[config.mk]
export PLATFORM = sky130hd
export DESIGN_NAME = serial_adder_seq
export DESIGN_NICKNAME = d
export VERILOG_FILES = /design/src/rtl/serial_adder_seq.sv
export SDC_FILE = /design/constraint.sdc
export NUM_CORES = 1
export LEC_CHECK = 0
export CAP_MARGIN = 20
export CORE_UTILIZATION = 60
export CTS_BUF_LIST = sky130_fd_sc_hd__clkbuf_8 sky130_fd_sc_hd__clkbuf_16
export DETAILED_ROUTE_END_ITERATION = 16
export DONT_BUFFER_PORTS = 1
export GPL_TIMING_DRIVEN = 0
export HOLD_SLACK_MARGIN = 0.12
export PLACE_DENSITY = 0.76
export RECOVER_POWER = 50
export REMOVE_ABC_BUFFERS = 1
export SLEW_MARGIN = 20
export SYNTH_ARGS = -nofsm -noshare
export SYNTH_HDL_FRONTEND = slang
export SYNTH_HIERARCHICAL = 1
export SYNTH_SLANG_ARGS = --single-unit
[constraint.sdc]
create_clock -name clk -period 1.6 [get_ports clk]
set_input_delay 0.32 -clock clk [delete_from_list [all_inputs] [get_ports clk]]
set_output_delay 0.32 -clock clk [all_outputs]
set_load 0.02 [all_outputs]
[src/rtl/serial_adder_seq.sv]
// Bit-serial WIDTH-bit adder: one bit pair per clock (LSB first) through a single Full_Adder cell.
// Optional subtract mode is built when the SERIAL_SUB_EN macro is defined.

module Full_Adder (
  output logic S,
  output logic C_out,
  input  logic A,
  input  logic B,
  input  logic C_in
);
  assign S     = A ^ B ^ C_in;
  assign C_out = (A & B) | (C_in & (A ^ B));
endmodule

module serial_adder_seq #(
  parameter int WIDTH = 8
) (
  input  logic             clk,
  input  logic             rst_n,
  input  logic             start,
  input  logic [WIDTH-1:0] a_in,
  input  logic [WIDTH-1:0] b_in,
  input  logic             c_in,
`ifdef SERIAL_SUB_EN
  input  logic             sub,
`endif
  output logic             busy,
  output logic             done,
  output logic [WIDTH-1:0] sum_out,
  output logic             c_out
);

  localparam int CNT_W = (WIDTH > 2) ? $clog2(WIDTH) : 1;
  localparam logic [CNT_W-1:0] LAST = CNT_W'(WIDTH - 1);

  typedef enum logic [1:0] {IDLE, RUN, DONE} state_t;

  state_t             state_q, state_d;
  logic [WIDTH-1:0]   a_sr_q, a_sr_d;
  logic [WIDTH-1:0]   b_sr_q, b_sr_d;
  logic               carry_q, carry_d;
  logic [CNT_W-1:0]   cnt_q, cnt_d;
  logic [WIDTH-1:0]   sum_q, sum_d;
  logic               cout_q, cout_d;
  logic               fa_s, fa_co;

  Full_Adder u_fa (
    .S     (fa_s),
    .C_out (fa_co),
    .A     (a_sr_q[0]),
    .B     (b_sr_q[0]),
    .C_in  (carry_q)
  );

  always_comb begin
    state_d = state_q;
    a_sr_d  = a_sr_q;
    b_sr_d  = b_sr_q;
    carry_d = carry_q;
    cnt_d   = cnt_q;
    sum_d   = sum_q;
    cout_d  = cout_q;
    case (state_q)
      IDLE: begin
        if (start) begin
          a_sr_d  = a_in;
`ifdef SERIAL_SUB_EN
          // Two's-complement subtract: invert B and inject a carry of one.
          b_sr_d  = sub ? ~b_in : b_in;
          carry_d = sub ? 1'b1 : c_in;
`else
          b_sr_d  = b_in;
          carry_d = c_in;
`endif
          cnt_d   = '0;
          state_d = RUN;
        end
      end
      RUN: begin
        sum_d   = {fa_s, sum_q[WIDTH-1:1]};
        a_sr_d  = {1'b0, a_sr_q[WIDTH-1:1]};
        b_sr_d  = {1'b0, b_sr_q[WIDTH-1:1]};
        carry_d = fa_co;
        if (cnt_q == LAST) begin
          cout_d  = fa_co;
          state_d = DONE;
        end else begin
          cnt_d = cnt_q + CNT_W'(1);
        end
      end
      DONE:    state_d = IDLE;
      default: state_d = IDLE;
    endcase
  end

  always_ff @(posedge clk or negedge rst_n) begin
    if (!rst_n) begin
      state_q <= IDLE;
      a_sr_q  <= '0;
      b_sr_q  <= '0;
      carry_q <= 1'b0;
      cnt_q   <= '0;
      sum_q   <= '0;
      cout_q  <= 1'b0;
    end else begin
      state_q <= state_d;
      a_sr_q  <= a_sr_d;
      b_sr_q  <= b_sr_d;
      carry_q <= carry_d;
      cnt_q   <= cnt_d;
      sum_q   <= sum_d;
      cout_q  <= cout_d;
    end
  end

  assign busy    = (state_q == RUN);
  assign done    = (state_q == DONE);
  assign sum_out = sum_q;
  assign c_out   = cout_q;

endmodule

Word level (Yosys, flattened, before mapping)
Index checks and enable logic that the tools add are counted.

word-level totals
  register bits after elaboration = 31
  latch bits = 0
  memory bits (writable) = 0
  ROM bits = 0
  logic and storage cells = 37
  memories = 0

cells by class
  add/sub/neg operators = 1
  $mul = 0
  div/mod/pow operators = 0
  magnitude comparators = 0
  equal/unequal tests = 6
  shifts and indexed selects = 0
  multiplexer cells = 12
  bitwise operators = 5
  reductions and logical operators = 6

operators by type and width
  kind                 number
  $pmux 8 s2           2
  $mux 8               2
  $mux 3               2
  $pmux 3 s2           1
  $reduce_and 2->1     3
  $mux 2               2
  $ne 2x2->1 const B   2
  $pmux 2 s2           1
  $add 3x1->3 const B  1
  $eq 3x3->1 const B   1
  $reduce_and 3->1     1
  $and 1x1->1          2
  $eq 2x1->1 const B   1
  $eq 2x2->1 const B   1
  $logic_not 2->1      1
  $ne 2x1->1 const B   1
  $pmux 1 s2           1
  $reduce_bool 2->1    1
  $xor 1x1->1          2
  $mux 1               1
  $or 1x1->1           1

Logic depth before layout (Yosys ltp)
  depth in word-level cells = 4
  depth in mapped cells = 5

Modules after synthesis
The synthesis kept the hierarchy.

by module, submodules not included
  module            times used  cells each  area an instance (um^2)  sequential area each (um^2)
  serial_adder_seq  1           141         1377.6                   775.7
  Full_Adder        1           1           20.0                     0.0

Worst setup path after synthesis
OpenSTA, ideal clock, no wires.

  path kind = reg2out
  start point = register state_q[1]
  end point = output port done
  arrival time = 1050 ps
  data required time = 1280 ps
  path slack = 230 ps
  stages on the path, launching flop included = 5
  path through = dfrtp_1 buf_2 inv_1 buf_2 nor2_1

between the ends
  cells in the longest elaborated chain, start to end = 1

ends and longest elaborated chain
  what                    line  text
  start, declared         38    state_t state_q, state_d;
  start signal, assigned  106   state_q <= state_d;
  $eq 2x2->1              117   assign done = (state_q == DONE);
  end, declared           28    output logic done,

No other way between the ends.

Worst setup path in the final report
  start point = register state_q[1]
  end point = output port busy

between the ends
  cells in the longest elaborated chain, start to end = 1

ends and longest elaborated chain
  what           line  text
  $eq 2x1->1     116   assign busy = (state_q == RUN);
  end, declared  27    output logic busy,

No other way between the ends.

==> summary.txt <==
Setup path
  – Crit Path Class: reg -> out
  – R2r endpoint: c_out
  – Slowest-stage cell, CP: dfrtp_2
  – WP data required: 1.28 ns
  – Arr. time, crit path: 1.17 ns
  – Setup crit end: busy
  – Crit Path Max Fanout: 13
  – Setup slack on the worst flop-to-flop path: 0.15 ns
  – CP startpoint kind: flip-flop
  – CP Cell Sequence: nand2b_4 > inv_6
  – Critical Path Start: state_q[1]
  – Max incr delay on CP: 0.49 ns
  – CP Capture Type: output port
  – Reg2reg path depth: 4
  – RR Startpoint: state_q[1]

Global routing
  – Initial antenna violation count: 0
  – First-pass GRT wire length: 4.747 mm
  – Remaining Overflow, GRT: 0
  – Total GRT Usage: 0.2613
  – Vias in the first global route: 1079
  – Largest net degree at the start of global routing: 32

Floorplanning
  – I/O Pins: 31
  – Die height: 50.27 um
  – Core area: 2212 um2
  – Die footprint: 2527 um2
  – Initial core utilization: 0.6318
  – Die X: 50.27 um
  – Floorplan row count: 17

Clock network
  – Worst-path clk slew: 0.06 ns
  – TritonCTS Sinks: 31
  – CTS buffer count: 5
  – Worst skew pair latency: 0.28 ns
  – CTS tree: built
  – Clk buf depth: 2
  – Clock root buffer: clkbuf_8
  – CTS H-tree lvls: 2

STA
  – Slew @ Worst Pin: 0.7566 ns
  – Endpoints failing setup: 0
  – Hold Fails Final Rpt: 0
  – Unrepaired setup endpoints after global routing: no
  – Worst Clk Skew: 0.004351 ns
  – Final cycle utilization of the critical path: 0.9314
  – Slew Limit Fails: 0
  – Setup_tns: 0 ns
  – Max Freq: 671.0 MHz
  – Slew headroom: 0.4956
  – Post-layout min period: 1.490 ns

Place
  – GPL Wtd Cong: 0.7185
  – Number of port buffers: 0
  – Final HPWL DP: 1.828 mm
  – Number of cells after detailed placement: 161

Final layout
  – Sequential standard cell area: 778.2 um2
  – Share of cells above drive strength 1: 0.1389
  – Nets: 167
  – Multi-input logic area: 570.5 um2
  – Area grow syn2layout: 8.595%
  – Finished Layout Cells: 172
  – Fill cell count: 178
  – Diode count: 0

Synth
  – Post-synthesis mux area share: 0.01074
  – Post-synthesis compound-gate area fraction: 0.2417
  – Cell taking the most area after synthesis: dfrtp_1
  – Synth warnings: 6
  – Post-Synth XOR/XNOR Area: 0
  – Yosys top cell area share: 0.5551
  – Largest family of logic cells by synthesized area: compound AO/OA/AOI/OAI gates
  – Post-synthesis register bit count: 31
  – Distinct cell type count after synthesis: 20
  – Syn_area_per_cell: 9.842 um2
  – Synth Area in Simple Gates: 0.1119
  – Synth top area cells: dfrtp_1 (56%), o22ai_1 (13%), nand2_1 (7.3%), a21oi_1 (6.1%), o21ai_0 (3.6%)
  – Cell Area, Synth: 1398 um2
  – Sequential cell area fraction in the yosys report: 0.5551
  – Number of instances in the synthesized netlist: 142
  – Adder-cell area share of the yosys netlist: 0.03223

Route
  – DR iter-0 viols: 26
  – Number of vias per cell: 6.442
  – Drt wl/cell: 16.83 um
  – Post-route ant nets: 0
  – WL final: 2.895 mm
  – Detailed-route via count: 1108
  – DR DRC count: 0
  – Pre-Repair DR Iteration Count: 4

Power
  – Leak Pwr: 0.6437 nW
  – Worst vdd rail ir drop: 0.001116 V
  – Cell Pwr Density: 2113 nW/um2
  – Total Power: 3.206 mW

Outcome
  – Outcome: finished, final reports clean

Run
  – Max-Cap Viols: 0

Hold path
  – Hold Crit Class: in -> reg
==> state kept, by name, indices dropped and copies added (netlist names) <==
name and count:
sum_out 8, carry_q 1, a_sr_q 8, c_out 1, cnt_q 3, b_sr_q 8
state_q 2
==> final cells by class <==
class / instances / area share
repair buffers: 3 / 0.01484
inverters: 3 / 0.01566
flip-flops and latches: 31 / 0.5128
multi-input cells: 100 / 0.3759
clock inverters: 1 / 0.003298
clock buffers: 6 / 0.05441
well taps: 28 / 0.02308
==> routing by layer <==
layer | up-vias | routed length, um | part of all wire | track usage
met5 | - | 0 | 0 | 0
met4 | 0 | 29 | 0.010 | 0.1000
met3 | 4 | 156 | 0.054 | 0.1000
met2 | 32 | 1461 | 0.50 | 0.4156
met1 | 551 | 1248 | 0.43 | 0.3198
li1 | 521 | - | - | -
==> power by group <==
part | total (mW) | internal (mW) | switching [mW]
Combinational | 1.01 | 0.414 | 0.595
Sequential | 1.59 | 1.14 | 0.451
Clock | 0.607 | 0.337 | 0.271
Total | 3.21 | 1.89 | 1.32
==> repair_timing <==
item                                   CTS  global route
gates cloned                             1             0
gates resized for setup                  4             2
setup endpoints to repair                3             7
hold buffers                             2             0
buffers inserted                         1             0
endpoints found under the hold margin   31             0
==> through the flow <==
stage	util	instance area, um2	worst slack [ns]	hold WS [ns]
3_3_place_gp	0.6244	1381	-0.1542	0.02502
2_1_floorplan	-	1346	0.03487	0.02441
4_1_cts	0.6906	1528	0.09158	0.1584
5_1_grt	0.6861	1518	0.04587	0.1595
3_5_place_dp	0.6244	1381	-0.1666	0.02501
6_report	0.6861	1518	0.1097	0.1715
==> worst min-delay path by stage <==
| stage | startpoint | end | slack (ns) | depth (start not counted) |
|---|---|---|---|---|
| after global routing | start | state_q[0] | 0.16 | 2 |
| after detailed placement | rst_n | sum_out[7] | 0.03 | 0 |
| after CTS | b_in[7] | b_sr_q[7] | 0.16 | 2 |
| after global placement | rst_n | sum_out[5] | 0.03 | 0 |
| after floorplan | rst_n | a_sr_q[0] | 0.02 | 0 |
| final | b_in[7] | b_sr_q[7] | 0.17 | 2 |
==> critical path: cells and delay by family, from the launching register on <==
family	cells	cell delay, ns
buffers and inverters	1	0.14
AND/OR/NAND/NOR	1	0.25
flip-flops	1	0.49
==> synth_stat cells <==
master	n
nand2b_1	1
nand2b_2	2
nor3_1	1
dfrtp_1	31
nor2_1	3
o22ai_1	30
nor2b_1	1
and2_4	1
o21ai_0	10
buf_6	1
inv_1	1
fa_1	1
a21oi_1	17
a22oi_1	2
inv_6	1
clkinv_1	1
nand2_1	27
buf_2	8
mux2_4	1
ha_1	2
==> layout by cell type (no fill, tap or decap), drive strengths merged <==
| cell type | n |
|---|---|
| dfrtp | 31 |
| o22ai | 30 |
| nand2 | 27 |
| a21oi | 17 |
| o21ai | 10 |
| clkbuf | 7 |
| nand2b | 4 |
| nor2 | 3 |
| clkinvlp | 2 |
| a22oi | 2 |
| ha | 2 |
| inv | 1 |
| and2 | 1 |
| mux2 | 1 |
| nor3 | 1 |
| nor2b | 1 |
| clkinv | 1 |
| dlygate4sd3 | 1 |
| buf | 1 |
| fa | 1 |
==> kinds of logic after synthesis <==
| family | Yosys count |
|---|---|
| buffers and inverters | 12 |
| adder cells (fa/ha/maj) | 3 |
| AO/OA/AOI/OAI | 59 |
| flip-flops | 31 |
| AND/OR/NAND/NOR | 36 |
| multiplexers | 1 |
No activity file was read; power rests on OpenSTA's default activity.
